$ cat src/rtl/div_sequencer.sv
// div_sequencer: multi-cycle radix-2 restoring divider controller for
// DIV/DIVU/REM/REMU. One quotient bit is produced per clock in CALC, and
// sign correction plus the RISC-V special-case override are applied in FIX.
// The result is registered into result_o on entry to DONE.
//
// Optional feature macro: DIV_SPECIAL_FASTPATH_EN
//   defined   - divide-by-zero and signed overflow finish in 1 cycle
//   undefined - every operation takes the full XLEN+2 cycles; the override
//               is applied in FIX, so results are identical.
module div_sequencer #(
  parameter int XLEN = 32
) (
  input  logic            clk_i,
  input  logic            rst_ni,
  input  logic            start_i,
  input  logic [1:0]      op_i,
  input  logic [XLEN-1:0] rs1_i,
  input  logic [XLEN-1:0] rs2_i,
  input  logic            kill_i,
  output logic            busy_o,
  output logic            done_o,
  output logic [XLEN-1:0] result_o
);

  localparam int CW = $clog2(XLEN);

  localparam logic [XLEN-1:0] ZERO     = {XLEN{1'b0}};
  localparam logic [XLEN-1:0] ALL_ONES = {XLEN{1'b1}};
  localparam logic [XLEN-1:0] MIN_NEG  = {1'b1, {(XLEN-1){1'b0}}};
  localparam logic [CW-1:0]   CNT_LOAD = CW'(XLEN-1);
  localparam logic [CW-1:0]   CNT_ZERO = {CW{1'b0}};
  localparam logic [CW-1:0]   CNT_ONE  = CW'(1);

  typedef enum logic [1:0] {
    S_IDLE = 2'd0,
    S_CALC = 2'd1,
    S_FIX  = 2'd2,
    S_DONE = 2'd3
  } state_t;

  // Two's-complement magnitude; the most negative value maps to itself,
  // which reads correctly as an unsigned magnitude.
  function automatic logic [XLEN-1:0] f_abs(input logic [XLEN-1:0] v);
    f_abs = v[XLEN-1] ? (ZERO - v) : v;
  endfunction

  // Conditional negation used for sign correction.
  function automatic logic [XLEN-1:0] f_cneg(input logic [XLEN-1:0] v, input logic en);
    f_cneg = en ? (ZERO - v) : v;
  endfunction

  // RISC-V architectural results for divide-by-zero and signed overflow.
  function automatic logic [XLEN-1:0] f_override(
    input logic            is_rem,
    input logic            div0,
    input logic            ovf,
    input logic [XLEN-1:0] dividend,
    input logic [XLEN-1:0] normal
  );
    if (div0) begin
      f_override = is_rem ? dividend : ALL_ONES;
    end else if (ovf) begin
      f_override = is_rem ? ZERO : MIN_NEG;
    end else begin
      f_override = normal;
    end
  endfunction

  state_t            r_state;
  logic [XLEN-1:0]   r_rem;
  logic [XLEN-1:0]   r_quo;
  logic [XLEN-1:0]   r_dvs;
  logic [XLEN-1:0]   r_rs1;
  logic [CW-1:0]     r_cnt;
  logic              r_neg_q;
  logic              r_neg_r;
  logic              r_op_rem;
  logic              r_div0;
  logic              r_ovf;
  logic              r_busy;
  logic              r_done;
  logic [XLEN-1:0]   r_result;

  // Start-cycle operand preparation.
  logic              w_signed;
  logic [XLEN-1:0]   w_a_mag;
  logic [XLEN-1:0]   w_b_mag;
  logic              w_neg_q;
  logic              w_neg_r;
  logic              w_div0;
  logic              w_ovf;

  assign w_signed = ~op_i[0];
  assign w_a_mag  = w_signed ? f_abs(rs1_i) : rs1_i;
  assign w_b_mag  = w_signed ? f_abs(rs2_i) : rs2_i;
  assign w_neg_q  = w_signed & (rs1_i[XLEN-1] ^ rs2_i[XLEN-1]);
  assign w_neg_r  = w_signed & rs1_i[XLEN-1];
  assign w_div0   = (rs2_i == ZERO);
  assign w_ovf    = w_signed & (rs1_i == MIN_NEG) & (rs2_i == ALL_ONES);

  // One restoring step: shift in the next dividend bit, trial-subtract in
  // XLEN+1 bits; the top bit of the difference is the borrow.
  logic [XLEN:0]     w_rem_sh;
  logic [XLEN:0]     w_diff;
  logic              w_ge;
  logic [XLEN-1:0]   w_rem_nx;
  logic [XLEN-1:0]   w_quo_nx;

  assign w_rem_sh = {r_rem, r_quo[XLEN-1]};
  assign w_diff   = w_rem_sh - {1'b0, r_dvs};
  assign w_ge     = ~w_diff[XLEN];
  assign w_rem_nx = w_ge ? w_diff[XLEN-1:0] : w_rem_sh[XLEN-1:0];
  assign w_quo_nx = {r_quo[XLEN-2:0], w_ge};

  // Sign correction, quotient/remainder select and override for FIX.
  logic [XLEN-1:0]   w_q_fix;
  logic [XLEN-1:0]   w_r_fix;
  logic [XLEN-1:0]   w_sel_fix;
  logic [XLEN-1:0]   w_fix_res;

  assign w_q_fix   = f_cneg(r_quo, r_neg_q);
  assign w_r_fix   = f_cneg(r_rem, r_neg_r);
  assign w_sel_fix = r_op_rem ? w_r_fix : w_q_fix;
  assign w_fix_res = f_override(r_op_rem, r_div0, r_ovf, r_rs1, w_sel_fix);

`ifdef DIV_SPECIAL_FASTPATH_EN
  logic              w_fast_hit;
  logic [XLEN-1:0]   w_fast_res;

  assign w_fast_hit = w_div0 | w_ovf;
  assign w_fast_res = f_override(op_i[1], w_div0, w_ovf, rs1_i, ZERO);
`endif

  // Sequencer FSM with registered busy/done/result outputs.
  always_ff @(posedge clk_i or negedge rst_ni) begin
    if (!rst_ni) begin
      r_state  <= S_IDLE;
      r_rem    <= ZERO;
      r_quo    <= ZERO;
      r_dvs    <= ZERO;
      r_rs1    <= ZERO;
      r_cnt    <= CNT_ZERO;
      r_neg_q  <= 1'b0;
      r_neg_r  <= 1'b0;
      r_op_rem <= 1'b0;
      r_div0   <= 1'b0;
      r_ovf    <= 1'b0;
      r_busy   <= 1'b0;
      r_done   <= 1'b0;
      r_result <= ZERO;
    end else if (kill_i) begin
      // Flush wins over everything, including a simultaneous start.
      r_state <= S_IDLE;
      r_busy  <= 1'b0;
      r_done  <= 1'b0;
    end else begin
      case (r_state)
        S_IDLE, S_DONE: begin
          if (start_i) begin
            r_quo    <= w_a_mag;
            r_dvs    <= w_b_mag;
            r_rem    <= ZERO;
            r_rs1    <= rs1_i;
            r_cnt    <= CNT_LOAD;
            r_neg_q  <= w_neg_q;
            r_neg_r  <= w_neg_r;
            r_op_rem <= op_i[1];
            r_div0   <= w_div0;
            r_ovf    <= w_ovf;
`ifdef DIV_SPECIAL_FASTPATH_EN
            if (w_fast_hit) begin
              r_result <= w_fast_res;
              r_state  <= S_DONE;
              r_busy   <= 1'b0;
              r_done   <= 1'b1;
            end else begin
              r_state  <= S_CALC;
              r_busy   <= 1'b1;
              r_done   <= 1'b0;
            end
`else
            r_state  <= S_CALC;
            r_busy   <= 1'b1;
            r_done   <= 1'b0;
`endif
          end else begin
            r_state <= S_IDLE;
            r_busy  <= 1'b0;
            r_done  <= 1'b0;
          end
        end
        S_CALC: begin
          r_rem <= w_rem_nx;
          r_quo <= w_quo_nx;
          if (r_cnt == CNT_ZERO) begin
            r_state <= S_FIX;
          end else begin
            r_cnt <= r_cnt - CNT_ONE;
          end
        end
        S_FIX: begin
          r_result <= w_fix_res;
          r_state  <= S_DONE;
          r_busy   <= 1'b0;
          r_done   <= 1'b1;
        end
        default: begin
          r_state <= S_IDLE;
          r_busy  <= 1'b0;
          r_done  <= 1'b0;
        end
      endcase
    end
  end

  assign busy_o   = r_busy;
  assign done_o   = r_done;
  assign result_o = r_result;

endmodule

$ cat config.mk
export PLATFORM = sky130hd
export DESIGN_NAME = div_sequencer
export DESIGN_NICKNAME = d
export VERILOG_FILES = /design/src/rtl/div_sequencer.sv
export SDC_FILE = /design/constraint.sdc
export NUM_CORES = 1
export LEC_CHECK = 0
export CORE_ASPECT_RATIO = 1.25
export CORE_UTILIZATION = 33
export DETAILED_ROUTE_END_ITERATION = 7
export SLEW_MARGIN = 10
export SYNTH_ARGS = -nofsm -noshare
export SYNTH_HDL_FRONTEND = slang
export SYNTH_SLANG_ARGS = --single-unit
$ cat constraint.sdc
create_clock -name clk_i -period 6.9 [get_ports clk_i]
set_input_delay 1.035 -clock clk_i [delete_from_list [all_inputs] [get_ports clk_i]]
set_output_delay 1.035 -clock clk_i [all_outputs]
set_load 0.02 [all_outputs]
Word-level counts from Yosys, hierarchy flattened
Cells that the tools add are included.
Word-level totals
  bits in latches: 0
  register bits after elaboration: 174
  memories: 0
  ROM bits: 0
  memory bits (writable): 0
  output and inout port bits: 34
Operators by class
  add/sub/neg operators: 6
  reductions and logical operators: 10
  equal/unequal tests: 8
  $mul: 0
  multiplexer cells: 28
  bitwise logic cells: 8
  $lt $le $gt $ge: 0
  divide/modulo/power cells: 0
  shift operators: 0
Operators by type and width (count)
  32-bit two-way mux: 14
  32-bit case mux with 2 select lines: 2
  1-bit by 32-bit subtractor with 32-bit output, first input constant: 4
  32-bit == test, second input constant: 2
  33-bit by 32-bit subtractor with 33-bit output: 1
  32-bit logical NOT: 1
  5-bit two-way mux: 2
  5-bit case mux with 2 select lines: 1
  2-bit case mux with 3 select lines: 1
  3-bit AND reduction: 2
  5-bit logical NOT: 1
  5-bit by 1-bit subtractor with 5-bit output, second input constant: 1
  1-bit AND: 4
  2-bit == test, second input constant: 2
  1-bit two-way mux: 4
  2-bit two-way mux: 2
  2-bit inequality test, second input constant: 2
  1-bit case mux with 2 select lines: 2
  4-bit AND reduction: 1
  3-bit inequality test, second input constant: 1
  1-bit NOT: 3
  3-bit nonzero test: 1
  2-bit by 1-bit == test with 1-bit output, second input constant: 1
  2-bit logical NOT: 1
  4 further kinds: 4

Longest topological paths before layout
Gate-level depths: netlist (run 1).
  depth in word-level cells: 5
  depth in mapped cells: 13
  depth with buffers taken out: 11

Least setup slack after synthesis (run 1)
OpenSTA, ideal clock, no wires.
  path type: input -> register
  from: input rs2_i[8]
  to: register r_dvs[30]
  setup time: 131 ps
  required time: 6769 ps
  arrival: 3245 ps
  setup slack: 3524 ps
  stages on the path: 8
  cell sequence: or4_4 > nor4_2 > nand2b_1 > or4_4 > or3_1 > o41ai_2 > xor2_1 > o21ai_1
On the way
  word-level cells in the longest chain between the ends: 3
Ends and longest elaborated chain
  start: declaration: line 18  | input logic [XLEN-1:0] rs2_i,
  1-bit by 32-bit subtractor with 32-bit output: line 44  | f_abs = v[XLEN-1] ? (ZERO - v) : v;
  32-bit two-way mux: line 44
  32-bit two-way mux: line 95  | assign w_b_mag = w_signed ? f_abs(rs2_i) : rs2_i;
  end signal: assignment: line 161  | r_dvs <= w_b_mag;
  end: declaration: line 72  | logic [XLEN-1:0] r_dvs;
Every way passes these cells.
A chain may end at the register's enable or synchronous reset.

Final worst setup path (run 1)
  from: input rs1_i[12]
  to: register r_quo[26]
On the way
  word-level cells in the longest chain between the ends: 5
Ends and longest elaborated chain
  start: declaration: line 17  | input logic [XLEN-1:0] rs1_i,
  1-bit by 32-bit subtractor with 32-bit output: line 44
  32-bit two-way mux: line 44
  32-bit two-way mux: line 94  | assign w_a_mag = w_signed ? f_abs(rs1_i) : rs1_i;
  32-bit two-way mux: line 159  | if (start_i) begin
  32-bit case mux with 2 select lines: line 157  | case (r_state)
  end signal: assignment: line 160  | r_quo <= w_a_mag;
  end signal: assignment: line 194  | r_quo <= w_quo_nx;
  end: declaration: line 71  | logic [XLEN-1:0] r_quo;
Every way passes these cells. The select of a mux whose other input is x is not followed.

==> impl_summary.txt, run 1 <==
----------------------------------------------------
[CTS]
  CTS clk-pin slew, worst paths ... roughly 0.070 ns
  CTS tree ... done
  Number of buffers created by CTS ... 17
  Hold buffer count at cts ... 0
  H-tree levels ... 4
  Buffers inserted by post-CTS timing repair ... 0
  Resized cells post-CTS ... 0
  Clock Tree Root ... clkbuf_16
  Insertion delay to the later sink of the worst-skew pair ... about 0.46 ns
  Maximum buffer depth of the clock tree ... 2
  # clock sinks ... 174

[Global route]
  Number of global-route vias before repair ... roughly 11000
  Maximum number of pins on one net before global-route repair ... around 70
  Antenna violations before repair ... 0
  First-pass GRT wire length ... a little under 60 mm
  Aggregate global-route resource usage ... 19.9%
  Total gr overflow ... 0

[Pwr]
  VDD IR max ... ~0.17 mV
  Pwr dens ... between 400 and 500 nW/um^2
  Static leakage ... around 0.0059 uW

[Final layout]
  Number of inserted filler cells in the final layout ... 3745
  Synthesis-to-finish area growth ... 16.9%
  Utilization after layout ... roughly two fifths
  Fraction of final layout cells with drive strength greater than 1 ... about 6.9%
  Total Nets Final ... 1640
  Count of non-filler cells in the finished layout ... just over 2000
  Post-route cell area ... between 10000 and 15000 um^2
  Number of inserted diodes ... 0

[Die]
  Placeable core area ... between 30000 and 40000 um^2
  Initial core utilization ... 33.6%
  Die area ... between 30000 and 40000 um^2
  Total I/O pin count ... between 100 and 150
  Height of the die ... roughly 220 um
  Row Count ... between 70 and 80
  Die Span X ... between 150 and 200 um

[Worst setup path]
  Cells traversed along the worst timing path ... clkdlybuf4s50_1 -> or4_1 -> nor4_1 -> nand3_1 -> nor4_1 -> a21oi_1 -> xnor2_1 -> o21ai_0 -> mux2_2
  Capturing element type of the critical path ... register
  Maximum single-stage delay on the critical path ... around 0.7 ns
  Endpoint of the worst register-to-register path ... r_rem[1]
  Req. time, crit path ... between 7 and 8 ns
  Critical path launch point type ... primary input
  CP max stage cell ... nor4_1
  Flop2flop setup slack ... ~3 ns
  Data arrival time at the worst-slack endpoint ... 4.21 ns
  Maximum fanout count along the critical path ... 5
  Beginning of the worst register-to-register path ... r_quo[31]
  Crit path kind ... primary input to register
  Most prevalent standard cell on the critical path ... nor4_1
  Number of cells traversed by the worst register-to-register path ... 11

[Place]
  DP HPWL ... about 29 mm
  # placed instances ... roughly 2000
  Cell Area, Placed ... around 14000 um^2
  Count of port buffers added during placement ... 103
  Final estimated routing congestion in global placement ... 0.905
  Worst setup timing slack at the placement stage ... 2.63 ns

[Timing]
  Period Utilization, post-route ... about 56%
  Minimum clock period ... 3.86 ns
  Aggregate negative setup slack ... 0 ns
  Total count of hold-check failures in the final report ... 0
  Maximum clock frequency ... approximately 0.26 GHz
  Max Clock Skew ... approximately 0.012 ns
  Number of pins exceeding their max-slew limit in the final report ... 0
  Setup repair after global routing missed its margin ... no
  Least-Margin Pin Slew ... around 1.1 ns
  Worst setup slack after layout ... a little over 3 ns
  Max transition margin ... between 20% and 30%
  Number of endpoints failing setup at the final stage ... 0

[Synthesis]
  Most frequent cell after synthesis ... nand2_1
  Syn nets ... approximately 1600
  EDFF count, synth ... 0
  Post-synthesis register bit count ... around 170
  Synthesis Warnings ... 0
  Synthesized area per cell ... 8.30 um^2
  Asr flop ratio synth ... 100%
  Post-synthesis cell type count ... between 70 and 80
  Cell type with the largest total area after synthesis ... dfrtp_1
  Top cells by area in the synthesized netlist ... dfrtp_1, o21ai_0, nand2_1
  Prevailing post-synth register cell ... dfrtp_1
  Share of Yosys cell area claimed by the top area cell type ... 35.5%
  Share of the yosys chip area belonging to registers ... between 30% and 40%
  Top cell types by occurrence after synthesis ... nand2_1, o21ai_0, dfrtp_1
  Synthesized netlist cell count ... 1479
  Netlist area before placement ... 12300 um^2

[Detailed routing]
  Routed WL ... ~37 mm
  Number of iterations in the first detailed-routing pass ... 5
  DRC viols ... 0
  Vias/cell ... about 5.5
  Detail-routed net length per standard cell ... around 18 um
  Number of nets with antenna violations after routing ... 0
  Violation count after the first detailed-routing iteration ... slightly below 800
  Total number of vias ... 11056

[Outcome]
  Status ... completed

[Worst hold path]
  Worst Hold Launch ... result_o[19]
  Number of instances on the worst hold path ... 2
  Hold/Removal Path Class ... register to register
  Hold Crit Endpoint ... result_o[19]

[Flow run]
  Max_cap viols ... 0

----------------------------------------------------
[report_power, final]
part           total (uW)  internal (uW)  switching, uW  leakage [uW]
combinational        3100           1280           1820       0.00345
sequential           1830           1410            420       0.00220
clock                1040            590            452      0.000307
total                5970           3280           2690       0.00595
[cell families (layout without fill, tap and decap cells)]
| family | Yosys count | count (layout) | synth area share (%) |
|---|---|---|---|
| compound gates | 478 | 478 | 24.2 |
| simple gates | 456 | 456 | 17.8 |
| flops | 174 | 174 | 35.5 |
| buf+inv | 148 | 210 | 4.57 |
| xor+xnor | 143 | 143 | 10.2 |
| fa+ha+maj | 42 | 42 | 4.34 |
| mux | 38 | 38 | 3.40 |
[cells in the final DEF (no fill, tap or decap), drive strengths merged, types with 16 or more instances in the layout]
cell	synthesis	routed
nand2	206	206
o21ai	180	180
dfrtp	174	174
a21oi	111	111
clkdlybuf4s50	0	102
xor2	82	82
nor2	71	71
inv	59	63
xnor2	61	61
ha	41	41
o31ai	37	37
nand3	32	32
mux2	30	30
or3	27	27
o311ai	19	19
o41ai	19	19
clkbuf	78	19
a21o	17	17
o22ai	17	17
and3	16	16
nor3	16	16
[routing by layer]
layer  up-vias  track usage (%)  wire (um)
met1      5283             25.0      16100
li1       5432                -          -
met5         -                0          0
met4         0             9.51       1450
met3        55             2.14       1460
met2       286             34.0      18200
[flip-flops by register name, summed over array words and instances (netlist names)]
name,flops
r_dvs,32
r_quo,32
r_rem,32
r_rs1,32
result_o,32
r_cnt,5
r_state,2
busy_o,1
done_o,1
r_div0,1
r_neg_q,1
r_neg_r,1
r_op_rem,1
r_ovf,1
[worst max-delay path: cells and delay by family]
| family | cells | cell delay, ns |
|---|---|---|
| AO/OA/AOI/OAI | 2 | 0.25 |
| buffers and inverters | 1 | 0.47 |
| AND/OR/NAND/NOR | 4 | 2.02 |
| XOR/XNOR | 1 | 0.15 |
| multiplexers | 1 | 0.28 |
[final cells by class]
type / instances / area (um^2) / share of cell area (%)
Clock buffer: 19 / 443 / 3.09
Clock inverter: 13 / 181 / 1.26
Inverter: 61 / 229 / 1.60
Multi-Input combinational cell: 1157 / 7400 / 51.6
Sequential cell: 174 / 4360 / 30.4
Tap cell: 480 / 601 / 4.19
Timing Repair Buffer: 117 / 1140 / 7.93
[worst max path at each step]
stage | startpoint | end | cells past startpoint
after floorplan | rs2_i[8] | r_dvs[30] | 8
after global placement | rs1_i[12] | r_quo[26] | 9
after detailed placement | rs1_i[12] | r_quo[26] | 9
after CTS | r_rem[8] | r_rem[26] | 10
after global routing | rs1_i[12] | r_quo[28] | 9
final | rs1_i[12] | r_quo[26] | 9
[per-stage QoR]
step / hold WS [ns] / total power, uW
global placement: 0.463 / 4900
detailed placement: 0.471 / 4950
CTS: 0.487 / 6010
global route: 0.499 / 6420
floorplan: 0.445 / 3940
finish: 0.479 / 5970
Note: power is estimated with default switching activity, not from simulation.
==> run 2, diff against run 1 <==
==> constraint.sdc (replaced) <==
create_clock -name clk_i -period 3.6 [get_ports clk_i]
set_input_delay 0.54 -clock clk_i [delete_from_list [all_inputs] [get_ports clk_i]]
set_output_delay 0.54 -clock clk_i [all_outputs]
set_load 0.02 [all_outputs]
==> impl_summary.txt, run 2 (synthesized netlist as in run 1, its figures left out) <==
----------------------------------------------------
[Detailed routing]
  Violation count after the first detailed-routing iteration ... 766 (was 782)
  Number of nets with antenna violations after routing ... 0 (unchanged)
  Total number of vias ... 11236 (was 11056)
  DRC viols ... 0 (unchanged)
  Number of iterations in the first detailed-routing pass ... 5 (unchanged)
  Routed WL ... 38.5 mm (was 37.2 mm)
  Vias/cell ... 5.44 (was 5.47)
  Detail-routed net length per standard cell ... 18.6 um (was 18.4 um)

[Place]
  # placed instances ... 2032 (was 1989)
  Final estimated routing congestion in global placement ... 0.924 (was 0.905)
  Count of port buffers added during placement ... 103 (unchanged)
  DP HPWL ... 29.4 mm (was 28.6 mm)
  Cell Area, Placed ... 14100 um^2 (was 13700 um^2)

[CTS]
  Hold buffer count at cts ... 0 (unchanged)
  # clock sinks ... 174 (unchanged)
  Number of buffers created by CTS ... 17 (unchanged)
  Resized cells post-CTS ... 0 (unchanged)
  Clock Tree Root ... clkbuf_16 (unchanged)
  CTS tree ... done (unchanged)
  Insertion delay to the later sink of the worst-skew pair ... 0.46 ns (about the same)
  Buffers inserted by post-CTS timing repair ... 0 (unchanged)
  H-tree levels ... 4 (unchanged)
  CTS clk-pin slew, worst paths ... 0.07 ns (about the same)
  Maximum buffer depth of the clock tree ... 2 (unchanged)

[Timing]
  Aggregate negative setup slack ... 0 ns (unchanged)
  Period Utilization, post-route ... 90.6%
  Maximum clock frequency ... between 0.3 and 0.4 GHz
  Least-Margin Pin Slew ... 0.999 ns (was 1.09 ns)
  Number of endpoints failing setup at the final stage ... 0 (unchanged)
  Total count of hold-check failures in the final report ... 0 (unchanged)
  Setup repair after global routing missed its margin ... no (unchanged)
  Minimum clock period ... roughly 3.3 ns
  Max Clock Skew ... 0.0109 ns (was 0.0119 ns)
  Max transition margin ... 32.9% (was 26.5%)
  Number of pins exceeding their max-slew limit in the final report ... 0 (unchanged)

[Worst setup path]
  Maximum fanout count along the critical path ... 6 (was 5)
  Data arrival time at the worst-slack endpoint ... 3.57 ns (was 4.21 ns)
  Capturing element type of the critical path ... register (unchanged)
  Flop2flop setup slack ... 0.34 ns (was 3.09 ns)
  Critical path launch point type ... register (was primary input)
  Req. time, crit path ... 3.90 ns (was 7.25 ns)
  Crit path kind ... register to register (was primary input to register)

[Worst hold path]
  Hold/Removal Path Class ... primary input to asynchronous set/reset pin (was register to register)

[Final layout]
  Utilization after layout ... 40.2% (was 39.3%)
  Multi-input combinational cell area ... 7410 um^2 (was 7400 um^2)
  Number of inserted filler cells in the final layout ... 3754 (was 3745)
  Post-route cell area ... 14700 um^2 (was 14400 um^2)
  Most used cells in the layout excluding fill and tap cells ... nand2_1, o21ai_0, dfrtp_1 (unchanged)
  Count of non-filler cells in the finished layout ... 2064 (was 2021)
  Fraction of final layout cells with drive strength greater than 1 ... 9.41% (was 6.88%)
  Number of inserted diodes ... 0 (unchanged)
  Synthesis-to-finish area growth ... 19.6% (was 16.9%)
  Register area ... 4360 um^2 (unchanged)
  Most frequent standard cell in the layout excluding fill and tap cells ... nand2_1 (unchanged)
  Total Nets Final ... 1683 (was 1640)

[Die]
  Initial core utilization ... 33.6% (unchanged)
  Total I/O pin count ... 104 (unchanged)
  Height of the die ... 218 um (unchanged)
  Placeable core area ... 36500 um^2 (unchanged)
  Die area ... 38000 um^2 (unchanged)
  Die Span X ... 175 um (unchanged)
  Row Count ... 78 (unchanged)

[Pwr]
  Static leakage ... 0.00615 uW (was 0.00595 uW)
  VDD IR max ... 0.409 mV (was 0.174 mV)
  Pwr dens ... 787 nW/um^2 (was 416 nW/um^2)
  Overall power after layout ... 11600 uW (was 5970 uW)

[Global route]
  Maximum number of pins on one net before global-route repair ... 95 (was 71)
  First-pass GRT wire length ... 60.5 mm (was 58.7 mm)
  Antenna violations before repair ... 0 (unchanged)
  Aggregate global-route resource usage ... 20.5% (was 19.9%)
  Number of global-route vias before repair ... 10903 (was 10538)
  Total gr overflow ... 0 (unchanged)

[Outcome]
  Status ... completed (unchanged)

[Flow run]
  Max_cap viols ... 0 (unchanged)

----------------------------------------------------
-- run 2: final cells by class --
cell class / instances / share of cell area [%]
Clock inverter: 15 / 1.06
Multi-Input combinational cell: 1157 / 50.4
Clock buffer: 17 / 2.90
Inverter: 61 / 1.56
Tap cell: 480 / 4.09
Sequential cell: 174 / 29.7
Timing Repair Buffer: 160 / 10.3
-- run 2: through the flow --
stage,worst slack [ns],hold slack [ns]
after global placement,0.147,0.460
after detailed placement,0.0763,0.467
after floorplan,0.585,0.244
after CTS,0.294,0.0514
after global routing,0.0457,0.0615
final,0.339,0.0410
-- run 2: routing by layer --
layer / part of all wire [%] / routed length, um / track usage [%]
met1: 43 / 16500 / 25.2
met2: 49 / 18800 / 35.3
met5: 0 / 0 / 0
met4: 3.7 / 1430 / 9.16
met3: 4.3 / 1660 / 2.91
-- run 2: worst paths after layout --
check	cells past startpoint	endpoint	startpoint
setup / recovery	10	r_rem[26]	r_rem[14]
hold / removal	1	result_o[22]	rst_ni
setup reg to reg	10	r_rem[26]	r_rem[14]
hold reg to reg	2	r_dvs[17]	r_dvs[17]
max in group asynchronous	2	r_quo[0]	rst_ni
min in group clk_i	2	r_dvs[17]	r_dvs[17]
-- run 2: where the power goes --
part,switching (uW),internal (uW),total [uW]
sequential,729,2710,3440
clock,905,978,1880
combinational,3660,2580,6240
-- run 2: worst max-delay path, stage by stage (launching register included) --
cell and delay, ns:
dfrtp_1 0.46, ha_1 0.35, a21oi_1 0.24, o21ai_0 0.18, a221oi_1 0.39, nand3_1 0.25, a311oi_4 0.43, xor2_2 0.17
buf_4 0.18, nor4_1 0.35, o31ai_1 0.10
